==> config.mk <==
export PLATFORM = sky130hd
export DESIGN_NAME = plru_replacement_unit
export DESIGN_NICKNAME = d
export VERILOG_FILES = /design/src/rtl/plru_replacement_unit.sv
export SDC_FILE = /design/constraint.sdc
export NUM_CORES = 1
export LEC_CHECK = 0
export BUFFER_PORTS_ARGS = -buffer_cell sky130_fd_sc_hd__clkbuf_2
export CAP_MARGIN = 20
export CORE_ASPECT_RATIO = 0.9
export CORE_MARGIN = 1
export CORE_UTILIZATION = 38
export DETAILED_ROUTE_END_ITERATION = 8
export GPL_TIMING_DRIVEN = 0
export HOLD_SLACK_MARGIN = 0.12
export RECOVER_POWER = 25
export SLEW_MARGIN = 15
export SYNTH_ARGS = -nofsm -noshare
export SYNTH_HDL_FRONTEND = slang
export SYNTH_SLANG_ARGS = --single-unit
==> constraint.sdc <==
create_clock -name clk -period 3.8 [get_ports clk]
set_clock_uncertainty 0.2 [all_clocks]
set_input_delay 0.19 -clock clk [delete_from_list [all_inputs] [get_ports clk]]
set_output_delay 0.19 -clock clk [all_outputs]
set_load 0.005 [all_outputs]
==> src/rtl/plru_replacement_unit.sv <==
// Tree pseudo-LRU replacement engine: per-set PLRU bits, access updates and victim queries.
// Optional build macro PLRU_STATS_EN adds saturating update/victim/invalid-victim counters.
package pkg_line;
  typedef enum logic [1:0] {
    MESI_I = 2'b00,
    MESI_S = 2'b01,
    MESI_E = 2'b10,
    MESI_M = 2'b11
  } mesi_e;
endpackage

module plru_replacement_unit #(
  parameter int N_WAY  = 8,
  parameter int N_SETS = 16,
  localparam int WAY_W = $clog2(N_WAY),
  localparam int SET_W = $clog2(N_SETS)
) (
  input  logic                  clk,
  input  logic                  rst,
  output logic                  init_done,
  input  logic                  upd_valid,
  output logic                  upd_ready,
  input  logic [SET_W-1:0]      upd_set,
  input  logic [WAY_W-1:0]      upd_way,
  input  logic                  vic_req_valid,
  output logic                  vic_req_ready,
  input  logic [SET_W-1:0]      vic_set,
  input  pkg_line::mesi_e       mesi_states [N_WAY],
  output logic                  vic_rsp_valid,
  output logic [WAY_W-1:0]      vic_way,
  output logic                  vic_from_invalid
`ifdef PLRU_STATS_EN
  ,
  output logic [31:0]           stat_upd,
  output logic [31:0]           stat_vic,
  output logic [31:0]           stat_vic_inv
`endif
);

  if (N_WAY < 2 || (N_WAY & (N_WAY - 1)) != 0) begin : g_bad_n_way
    $fatal(1, "plru_replacement_unit: N_WAY must be a power of 2 and >= 2");
  end
  if (N_SETS < 2 || (N_SETS & (N_SETS - 1)) != 0) begin : g_bad_n_sets
    $fatal(1, "plru_replacement_unit: N_SETS must be a power of 2 and >= 2");
  end

  typedef enum logic {ST_INIT = 1'b0, ST_RUN = 1'b1} state_e;

  // Level l of the tree holds nodes (2^l - 1) .. (2^(l+1) - 2); the way prefix selects within a level.
  function automatic logic [N_WAY-2:0] plru_update(input logic [N_WAY-2:0] bits,
                                                   input logic [WAY_W-1:0] way);
    logic [N_WAY-2:0] nb;
    nb = bits;
    for (int l = 0; l < WAY_W; l++) begin
      for (int j = 0; j < (1 << l); j++) begin
        if ((way >> (WAY_W - l)) == WAY_W'(j)) begin
          nb[(1 << l) - 1 + j] = way[WAY_W-1-l];
        end
      end
    end
    return nb;
  endfunction

  function automatic logic [WAY_W-1:0] plru_victim(input logic [N_WAY-2:0] bits);
    logic [WAY_W-1:0] p;
    logic             b;
    p = '0;
    for (int l = 0; l < WAY_W; l++) begin
      b = 1'b0;
      for (int j = 0; j < (1 << l); j++) begin
        if (p == WAY_W'(j)) begin
          b = ~bits[(1 << l) - 1 + j];
        end
      end
      p = (p << 1) | WAY_W'(b);
    end
    return p;
  endfunction

  state_e             state_r, state_nxt_s;
  logic [SET_W-1:0]   cnt_r, cnt_nxt_s;
  logic [N_WAY-2:0]   plru_r [N_SETS];
  logic               upd_fire_s, vic_fire_s;
  logic [N_WAY-2:0]   upd_bits_s, q_bits_s;
  logic               inv_found_s;
  logic [WAY_W-1:0]   inv_way_s;

  assign init_done     = (state_r == ST_RUN);
  assign upd_ready     = init_done;
  assign vic_req_ready = init_done;
  assign upd_fire_s    = upd_valid && init_done;
  assign vic_fire_s    = vic_req_valid && init_done;

  // Init sweep sequencing and FSM next state.
  always_comb begin
    state_nxt_s = state_r;
    cnt_nxt_s   = cnt_r;
    case (state_r)
      ST_INIT: begin
        cnt_nxt_s = cnt_r + SET_W'(1);
        if (cnt_r == SET_W'(N_SETS - 1)) begin
          state_nxt_s = ST_RUN;
        end else begin
          state_nxt_s = ST_INIT;
        end
      end
      ST_RUN:  state_nxt_s = ST_RUN;
      default: state_nxt_s = ST_INIT;
    endcase
  end

  // FSM state and sweep counter.
  always_ff @(posedge clk or posedge rst) begin
    if (rst) begin
      state_r <= ST_INIT;
      cnt_r   <= '0;
    end else begin
      state_r <= state_nxt_s;
      cnt_r   <= cnt_nxt_s;
    end
  end

  // Updated bits for the accessed set; forwarded to a same-set query in the same cycle.
  always_comb begin
    upd_bits_s = plru_update(plru_r[upd_set], upd_way);
    if (upd_fire_s && (upd_set == vic_set)) begin
      q_bits_s = upd_bits_s;
    end else begin
      q_bits_s = plru_r[vic_set];
    end
  end

  // PLRU storage is cleared by the sweep rather than by reset.
  always_ff @(posedge clk) begin
    if (state_r == ST_INIT) begin
      plru_r[cnt_r] <= '0;
    end else if (upd_fire_s) begin
      plru_r[upd_set] <= upd_bits_s;
    end
  end

  // Lowest-index invalid way wins.
  always_comb begin
    inv_found_s = 1'b0;
    inv_way_s   = '0;
    for (int i = N_WAY - 1; i >= 0; i--) begin
      if (mesi_states[i] == pkg_line::MESI_I) begin
        inv_found_s = 1'b1;
        inv_way_s   = WAY_W'(i);
      end
    end
  end

  // Victim response registers.
  always_ff @(posedge clk or posedge rst) begin
    if (rst) begin
      vic_rsp_valid    <= 1'b0;
      vic_way          <= '0;
      vic_from_invalid <= 1'b0;
    end else begin
      vic_rsp_valid <= vic_fire_s;
      if (vic_fire_s) begin
        vic_way          <= inv_found_s ? inv_way_s : plru_victim(q_bits_s);
        vic_from_invalid <= inv_found_s;
      end
    end
  end

`ifdef PLRU_STATS_EN
  // Saturating activity counters, held at zero until the sweep finishes.
  always_ff @(posedge clk or posedge rst) begin
    if (rst) begin
      stat_upd     <= 32'd0;
      stat_vic     <= 32'd0;
      stat_vic_inv <= 32'd0;
    end else if (!init_done) begin
      stat_upd     <= 32'd0;
      stat_vic     <= 32'd0;
      stat_vic_inv <= 32'd0;
    end else begin
      if (upd_fire_s && stat_upd != 32'hFFFF_FFFF) stat_upd <= stat_upd + 32'd1;
      if (vic_fire_s && stat_vic != 32'hFFFF_FFFF) stat_vic <= stat_vic + 32'd1;
      if (vic_fire_s && inv_found_s && stat_vic_inv != 32'hFFFF_FFFF) begin
        stat_vic_inv <= stat_vic_inv + 32'd1;
      end
    end
  end
`endif

endmodule

==> results of run 1 <==
[cell families (layout without fill, tap and decap cells)]
kind of cell / Yosys count / count (layout)
AO/OA/AOI/OAI: 45 / 45
buffers and inverters: 29 / 104
adder cells (fa/ha/maj): 1 / 1
XOR/XNOR: 7 / 7
flip-flops: 122 / 122
multiplexers: 73 / 73
AND/OR/NAND/NOR: 93 / 93
[tightest hold or removal path: stages]
cell and delay (ns):
clkbuf_2 0.15, nand3_1 0.09, a21oi_1 0.12
[area by class of cell]
class                      count  area, um^2  share of cell area [%]
sequential                   122        3613                   50.88
multi-input combinational    219        2223                   31.31
clock buffer                  18       429.2                   6.043
timing repair buffer          43       256.5                   3.612
tap                          202       252.7                   3.559
clock inverter                14       171.4                   2.414
buffer                        23       132.6                   1.868
inverter                       6       22.52                  0.3171
[per-stage QoR]
stage | power (mW) | std cells | area [um^2] | hold WS (ns) | setup WS, ns
floorplan | 1.722 | 370 | 5991 | -0.1698 | 1.537
global placement | 1.813 | 604 | 6404 | -0.04221 | 0.7846
detailed placement | 1.818 | 604 | 6404 | -0.03409 | 0.5942
CTS | 3.449 | 645 | 7094 | 0.1445 | 0.9124
global route | 3.527 | 647 | 7102 | 0.1558 | 0.5561
finish | 3.434 | 647 | 7102 | 0.1391 | 0.8056
[per-layer routing]
layer  GRT usage, %  vias up
li1               -     1643
met3          6.892       42
met4          10.04        0
met5              0        -
met1          26.08     1932
met2          32.64      225
[sequential cells by signal, summed over array words and instances, names as in the netlist]
signal            count
vic_rsp_valid         1
init_done             1
vic_way               3
cnt_r                 4
plru_r              112
vic_from_invalid      1
[power groups by stage]
stage | Clock, mW | Sequential (mW) | Combinational, mW
after CTS | 1.65 | 1.51 | 0.294
after global routing | 1.70 | 1.51 | 0.317
after global placement | 0 | 1.53 | 0.281
final | 1.63 | 1.51 | 0.297
after floorplan | 0 | 1.53 | 0.192
after detailed placement | 0 | 1.53 | 0.285
[synthesized netlist by cell type, drive strengths merged]
cell type	n
nor4	1
a211oi	2
clkbuf	5
a21oi	7
o21ai	8
a31oi	5
a41oi	1
or3	4
buf	18
nor3b	2
mux4	51
o22ai	5
ha	1
dfrtp	10
o211ai	1
o2111a	1
nor2	34
edfxtp	112
xor2	1
a22o	2
nand3	10
or2	4
a32oi	1
a31o	1
nor3	5
o22a	1
a311o	1
nor2b	8
mux2i	18
o32ai	1
o31ai	1
nand2	19
o2111ai	2
nand3b	1
mux2	4
nand4	1
a22oi	4
inv	6
a21o	1
and3	1
xnor2	6
nand2b	3
[path summary, 6_finish.rpt]
path,cells after the start,slack (ns),startpoint,to
max in group asynchronous,4,2.50,rst,vic_rsp_valid
worst min-delay path,3,0.14,upd_way[1],plru_r[7][6]
worst max-delay path,8,0.81,upd_set[3],plru_r[3][5]
worst max register to register,4,0.86,init_done,plru_r[1][3]
worst min register to register,2,0.29,vic_from_invalid,vic_from_invalid
min in group asynchronous,4,0.62,rst,cnt_r[1]
[what timing repair did]
item / 4_1_cts / 5_1_grt
hold buffers: 9 / 0
setup endpoints to repair: 0 / 0
hold endpoints to repair: 15 / 0
==> summary.txt, run 1 <==
Final layout
  • Commonest non-fill, non-tap cell in the layout: edfxtp_1
  • Most frequent cells in the layout: edfxtp_1, mux4_2, nor2_1
  • Post-layout util: 46.15%
  • Area Overhead vs Synth: 18.55%
  • Layout cells sized above 1: 27.87%
  • Fillers: 1308
  • # diodes: 0
  • Fin nets: 464

Setup path
  • Worst EP arrival: 2.88 ns
  • Worst setup path class: input pin to flop
  • Worst setup EP type: flop
  • Crit-path max cell delay: 0.72 ns
  • CP Max Fanout: 16
  • Crit-path slowest cell: nor2_1
  • Worst Path Buf+Inv: 3
  • Crit path cell chain: clkbuf_1 > clkbuf_1 > clkbuf_1 > mux4_2 > mux2i_1 > mux2i_1 > mux2i_1 > nor2_1
  • Critical path required time: 3.69 ns
  • Crit-path leading delay family: buffers and inverters
  • CP Launch Type: input pin

STA
  • Final TNS setup: 0 ns
  • Fin. Hold Viols: 0
  • Final period util: 78.80%
  • Final setup fails: 0
  • Slew HR: 22.86%
  • Max-slew violation count: 0
  • Fin crit period: 2.994 ns
  • Slew @ Worst Pin: 1.153 ns
  • Fmax: 334.0 MHz
  • RSZ-0062 raised after global routing: false

Placed design
  • GPL Wtd Cong: 0.9328
  • Port bufs: 32
  • Hpwl dp: 10570 um

Yosys
  • Flops & latches, synth: 122
  • Post-Synth XOR/XNOR Area: 1.023%
  • Yosys warns: 0
  • Mux cell area share after synthesis: 23.50%
  • Compound-cell area share of the yosys netlist: 5.096%
  • Synthesized area: 0.005991 mm^2
  • Post-synthesis adder-cell area fraction: 0.2089%
  • Sequential share of the synthesized area: 60.32%
  • Synthesized Nets: 402
  • Area leader, netlist: edfxtp_1
  • Post-synthesis simple-gate area fraction: 7.247%
  • Avg Synthesized Cell Area: 16.19 um^2
  • Ranking of synthesized cells by area: edfxtp_1, mux4_2, dfrtp_1, mux4_1, mux2i_1
  • Synth Instances: 370
  • Largest family of logic cells by synthesized area: multiplexers
  • Yosys top cell area share: 56.14%
  • Cell variety after synth: 47

Route
  • WL/cell: 24.38 um
  • Residual DRC count: 0
  • Met2 wire length: 7545 um
  • DRT iter0 DRCs: 418
  • Wl on met1: 6271 um
  • Metal3 WL: 1546 um
  • DRT Wirelength: 15770 um
  • Via count: 3842
  • DR vias/cell: 5.938
  • Router iterations before antenna repair: 5
  • Highest Signal Layer: met4
  • Antenna viol nets, final: 0

Clock network
  • Clk_lat worst skew: 0.42 ns
  • Number of buffers created by CTS: 17
  • Resized cells post-CTS: 0
  • Number of sinks on the clock net: 122
  • H-tree Lvls: 4
  • Setup bufs post-CTS: 0
  • Root Buffer: clkbuf_16
  • CTS tree: yes
  • Reg clk slew, reported paths: 0.06 ns
  • Longest Clk Path Bufs: 2

Power
  • Switch Pwr: 778.3 uW
  • Switching share of power: 22.66%
  • Leak Pwr: 2.468 nW
  • Clock group share of total power: 47.5%
  • P per Cell Area: 483.6 mW/mm^2
  • VDD IR max: 0.0003132 V
  • Sequential power share: 43.9%
  • Power Internal: 2.656 mW
  • Logic pwr share: 8.6%

Die
  • Cell Rows: 43
  • DIE AREA: 0.01627 mm^2
  • Core Region: 0.01539 mm^2
  • Die W: 134.4 um
  • Starting Density: 38.93%
  • Die Y: 121.1 um
  • I/O pin total: 39

Global route
  • Global Route Usage Sum: 20.83%
  • First-pass GRT wire length: 23370 um
  • Largest net degree at the start of global routing: 17
  • Vias in the first global route: 3837
  • Total gr overflow: 0
  • Initial antenna violation count: 0

Outcome
  • Outcome: finished, final reports clean

Run
  • Max Cap Viol: 0

Hold path
  • Hold WC Path Type: input pin to flop
Note: power is estimated with default switching activity, not from simulation.
==> inputs of run 2 (changes only) <==
--- a/config.mk
+++ b/config.mk
@@ -5,6 +5,7 @@
 export SDC_FILE = /design/constraint.sdc
 export NUM_CORES = 1
 export LEC_CHECK = 0
+export ABC_AREA = 1
 export BUFFER_PORTS_ARGS = -buffer_cell sky130_fd_sc_hd__clkbuf_2
 export CAP_MARGIN = 20
 export CORE_ASPECT_RATIO = 0.9
==> constraint.sdc (replaced) <==
create_clock -name clk -period 2.7 [get_ports clk]
set_clock_uncertainty 0.2 [all_clocks]
set_input_delay 0.135 -clock clk [delete_from_list [all_inputs] [get_ports clk]]
set_output_delay 0.135 -clock clk [all_outputs]
set_load 0.005 [all_outputs]
==> run 2 against run 1 <==
Against the previous run:
- clock-buffer cell count up 1
- sequential share of layout area down 4.6 points
- global-route usage up 3.9 points
- synthesized area up 8.9%
- combinational power up 96%
- register-to-register slack worse by 0.85 ns
- sequential cell count unchanged
- critical path depth down 3
- setup slack worse by 0.79 ns
- total power up 46%
- largest cell class unchanged
==> summary.txt, run 2 <==
Outcome
  • Outcome: finished, final reports clean

Final layout
  • Commonest non-fill, non-tap cell in the layout: nand2_1
  • Multi-input logic area: 0.002460 mm^2 (+11%)
  • Layout cells sized above 1: 15.51% (-12 points)
  • Max reg flops: 112 (unchanged)
  • Sequential cell area: 0.003615 mm^2 (about the same)
  • Most frequent cells in the layout: nand2_1, nand3_1, edfxtp_1
  • Top reg by flops: plru_r
  • Fin nets: 859 (+85%)
  • # diodes: 0 (unchanged)
  • Fillers: 1584 (+21%)
  • Area Overhead vs Synth: 19.76%
  • Largest registers: plru_r x112, cnt_r x4, vic_way x3

Run
  • Max Cap Viol: 0 (unchanged)

Placed design
  • GPL Wtd Cong: 0.9410 (+0.88%)
  • Hpwl dp: 13600 um (+29%)
  • Port bufs: 34 (+6.3%)

Yosys
  • Synth Instances: 754 (+100%)
  • Synthesized area: 0.006523 mm^2 (+8.9%)
  • Flops & latches, synth: 122 (unchanged)
  • Synthesized Nets: 786 (+96%)
  • Avg Synthesized Cell Area: 8.651 um^2 (-47%)
  • Area leader, netlist: edfxtp_1
  • Most frequent cell after synthesis: nand2_1
  • Number of synthesized flops with an enable pin: 112 (unchanged)
  • Ranking of synthesized cells by area: edfxtp_1, nand2_1, nand3_1, nor2_1, dfrtp_1
  • Yosys warns: 0 (unchanged)
  • Post-synth ARST share: 8.197% (unchanged)
  • Yosys top cell area share: 51.56% (-4.6 points)
  • Synth Flop Type: edfxtp_1
  • Post-synth top cells: nand2_1, nand3_1, edfxtp_1, nor2_1, inv_1
  • Cell variety after synth: 30 (-36%)
  • Sequential share of the synthesized area: 55.40% (-4.9 points)

Route
  • Antenna viol nets, final: 0 (unchanged)
  • Residual DRC count: 0 (unchanged)
  • DRT Wirelength: 20950 um (+33%)
  • Via count: 5805 (+51%)
  • DR vias/cell: 5.534 (-6.8%)
  • DRT iter0 DRCs: 844 (+100%)
  • Router iterations before antenna repair: 5 (unchanged)
  • WL/cell: 19.98 um (-18%)

STA
  • Fin crit period: 2.689 ns
  • Max-slew violation count: 0 (unchanged)
  • Slew @ Worst Pin: 0.9488 ns (-0.2040 ns)
  • Fmax: 371.9 MHz
  • RSZ-0062 raised after global routing: true
  • Final setup fails: 0 (unchanged)
  • Final TNS setup: 0 ns (unchanged)
  • Final period util: 99.58%
  • Slew HR: 36.51% (+14 points)
  • Fin. Hold Viols: 0 (unchanged)

Setup path
  • CP Max Fanout: 10 (-6)
  • Worst setup EP type: flop
  • Worst reg2reg path depth: 5 (+1)
  • Crit-path max cell delay: 0.67 ns (-0.05 ns)
  • RR Endpoint: plru_r[8][0]
  • Worst setup path class: flop to flop
  • FF-to-FF setup slack: 0.01 ns (-0.85 ns)
  • Critical R2R Launch: init_done
  • Critical path required time: 2.55 ns (-1.14 ns)
  • Worst EP arrival: 2.53 ns (-0.35 ns)
  • CP Launch Type: flop
  • Crit path cell chain: nand2_2 > clkbuf_2 > o21ai_0 > nand2_1 > nor2_2
  • Crit-path slowest cell: nor2_2

Die
  • Die W: 140.1 um (+4.3%)
  • Starting Density: 38.74% (-0.19 points)
  • Cell Rows: 45 (+4.7%)
  • Die Y: 126.3 um (+4.3%)
  • I/O pin total: 39 (unchanged)
  • Core Region: 0.01683 mm^2 (+9.4%)
  • DIE AREA: 0.01769 mm^2 (+8.7%)

Hold path
  • Hold Path Sink: vic_from_invalid
  • Hold path cells: 6 (+3)
  • HP Start: mesi_states[4]
  • Hold WC Path Type: input pin to flop

Clock network
  • Number of buffers created by CTS: 17 (unchanged)
  • Reg clk slew, reported paths: 0.05 ns (about the same)
  • CTS tree: yes
  • H-tree Lvls: 4 (unchanged)
  • Clk_lat worst skew: 0.42 ns (about the same)
  • Root Buffer: clkbuf_16
  • Longest Clk Path Bufs: 2 (unchanged)
  • Number of sinks on the clock net: 122 (unchanged)
  • Setup bufs post-CTS: 0 (unchanged)

Global route
  • First-pass GRT wire length: 31690 um (+36%)
  • Vias in the first global route: 5360 (+40%)
  • Largest net degree at the start of global routing: 17 (unchanged)
  • Initial antenna violation count: 0 (unchanged)
  • Total gr overflow: 0 (unchanged)
  • Global Route Usage Sum: 24.77% (+3.9 points)

Power
  • P per Cell Area: 641.4 mW/mm^2 (+33%)
  • VDD IR max: 0.0004580 V (+46%)
  • Leak Pwr: 3.215 nW (+30%)
  • Overall Power: 5.010 mW (+46%)
-- run 2: through the flow --
stage          worst slack (ns)  hold slack [ns]  area, um^2  instances  utilization (%)
5_1_grt                -0.02488           0.1458        7811       1049            46.40
3_3_place_gp            -0.3693         -0.09265        6957        999            41.32
3_5_place_dp            -0.3255         -0.08920        6987       1001            41.50
2_1_floorplan            0.5999          -0.2248        6523        754                -
4_1_cts                -0.05733           0.1341        7767       1045            46.14
6_report                0.01129           0.1365        7811       1049            46.40
-- run 2: worst max path at each step --
| stage | start | to | slack (ns) | depth (start not counted) |
|---|---|---|---|---|
| final | init_done | plru_r[8][0] | 0.01 | 5 |
| after global routing | init_done | plru_r[0][3] | -0.02 | 6 |
| after CTS | init_done | plru_r[7][1] | -0.06 | 7 |
| after detailed placement | init_done | plru_r[9][0] | -0.33 | 6 |
| after global placement | init_done | plru_r[12][0] | -0.37 | 6 |
| after floorplan | init_done | plru_r[4][0] | 0.60 | 6 |
-- run 2: layout make-up --
class / instances / area share (%)
clock inverter: 11 / 1.970
multi-input combinational: 529 / 31.49
buffer: 43 / 3.876
sequential: 122 / 46.28
inverter: 60 / 2.947
tap: 211 / 3.380
timing repair buffer: 54 / 4.517
clock buffer: 19 / 5.542
-- run 2: layer usage --
| layer | wire [um] | global-route usage (%) | part of all wire (%) | up-vias |
|---|---|---|---|---|
| met1 | 8515 | 32.79 | 41 | 2672 |
| li1 | - | - | - | 2693 |
| met4 | 709 | 10.54 | 3.4 | 0 |
| met3 | 2371 | 7.210 | 11 | 53 |
| met5 | 0 | 0 | 0 | - |
| met2 | 9358 | 37.97 | 45 | 387 |
-- run 2: what timing repair did --
item	in CTS	in global routing
gates resized for setup	18	7
setup endpoints to repair	109	71
hold endpoints to repair	15	9
hold buffers	14	2
-- run 2: logic make-up (layout without fill, tap and decap cells) --
group	after synthesis	after routing	share of synthesized area [%]
flops	122	122	55.40
fa+ha+maj	1	1	0.1918
compound gates	78	78	6.369
buf+inv	103	187	8.153
simple gates	446	446	29.35
xor+xnor	4	4	0.5372
-- run 2: critical path, delay by kind of cell (launching register included) --
kind	cells	cell delay (ns)
buffers and inverters	1	0.26
AND/OR/NAND/NOR	3	1.09
flip-flops	1	0.43
AO/OA/AOI/OAI	1	0.33
-- run 2: power breakdown --
group,total (mW),leakage [nW],internal [mW],switching (mW)
sequential,2.12,1.17,2.11,0.0121
combinational,0.582,1.76,0.185,0.397
clock,2.30,0.287,1.51,0.789
total,5.01,3.22,3.81,1.20
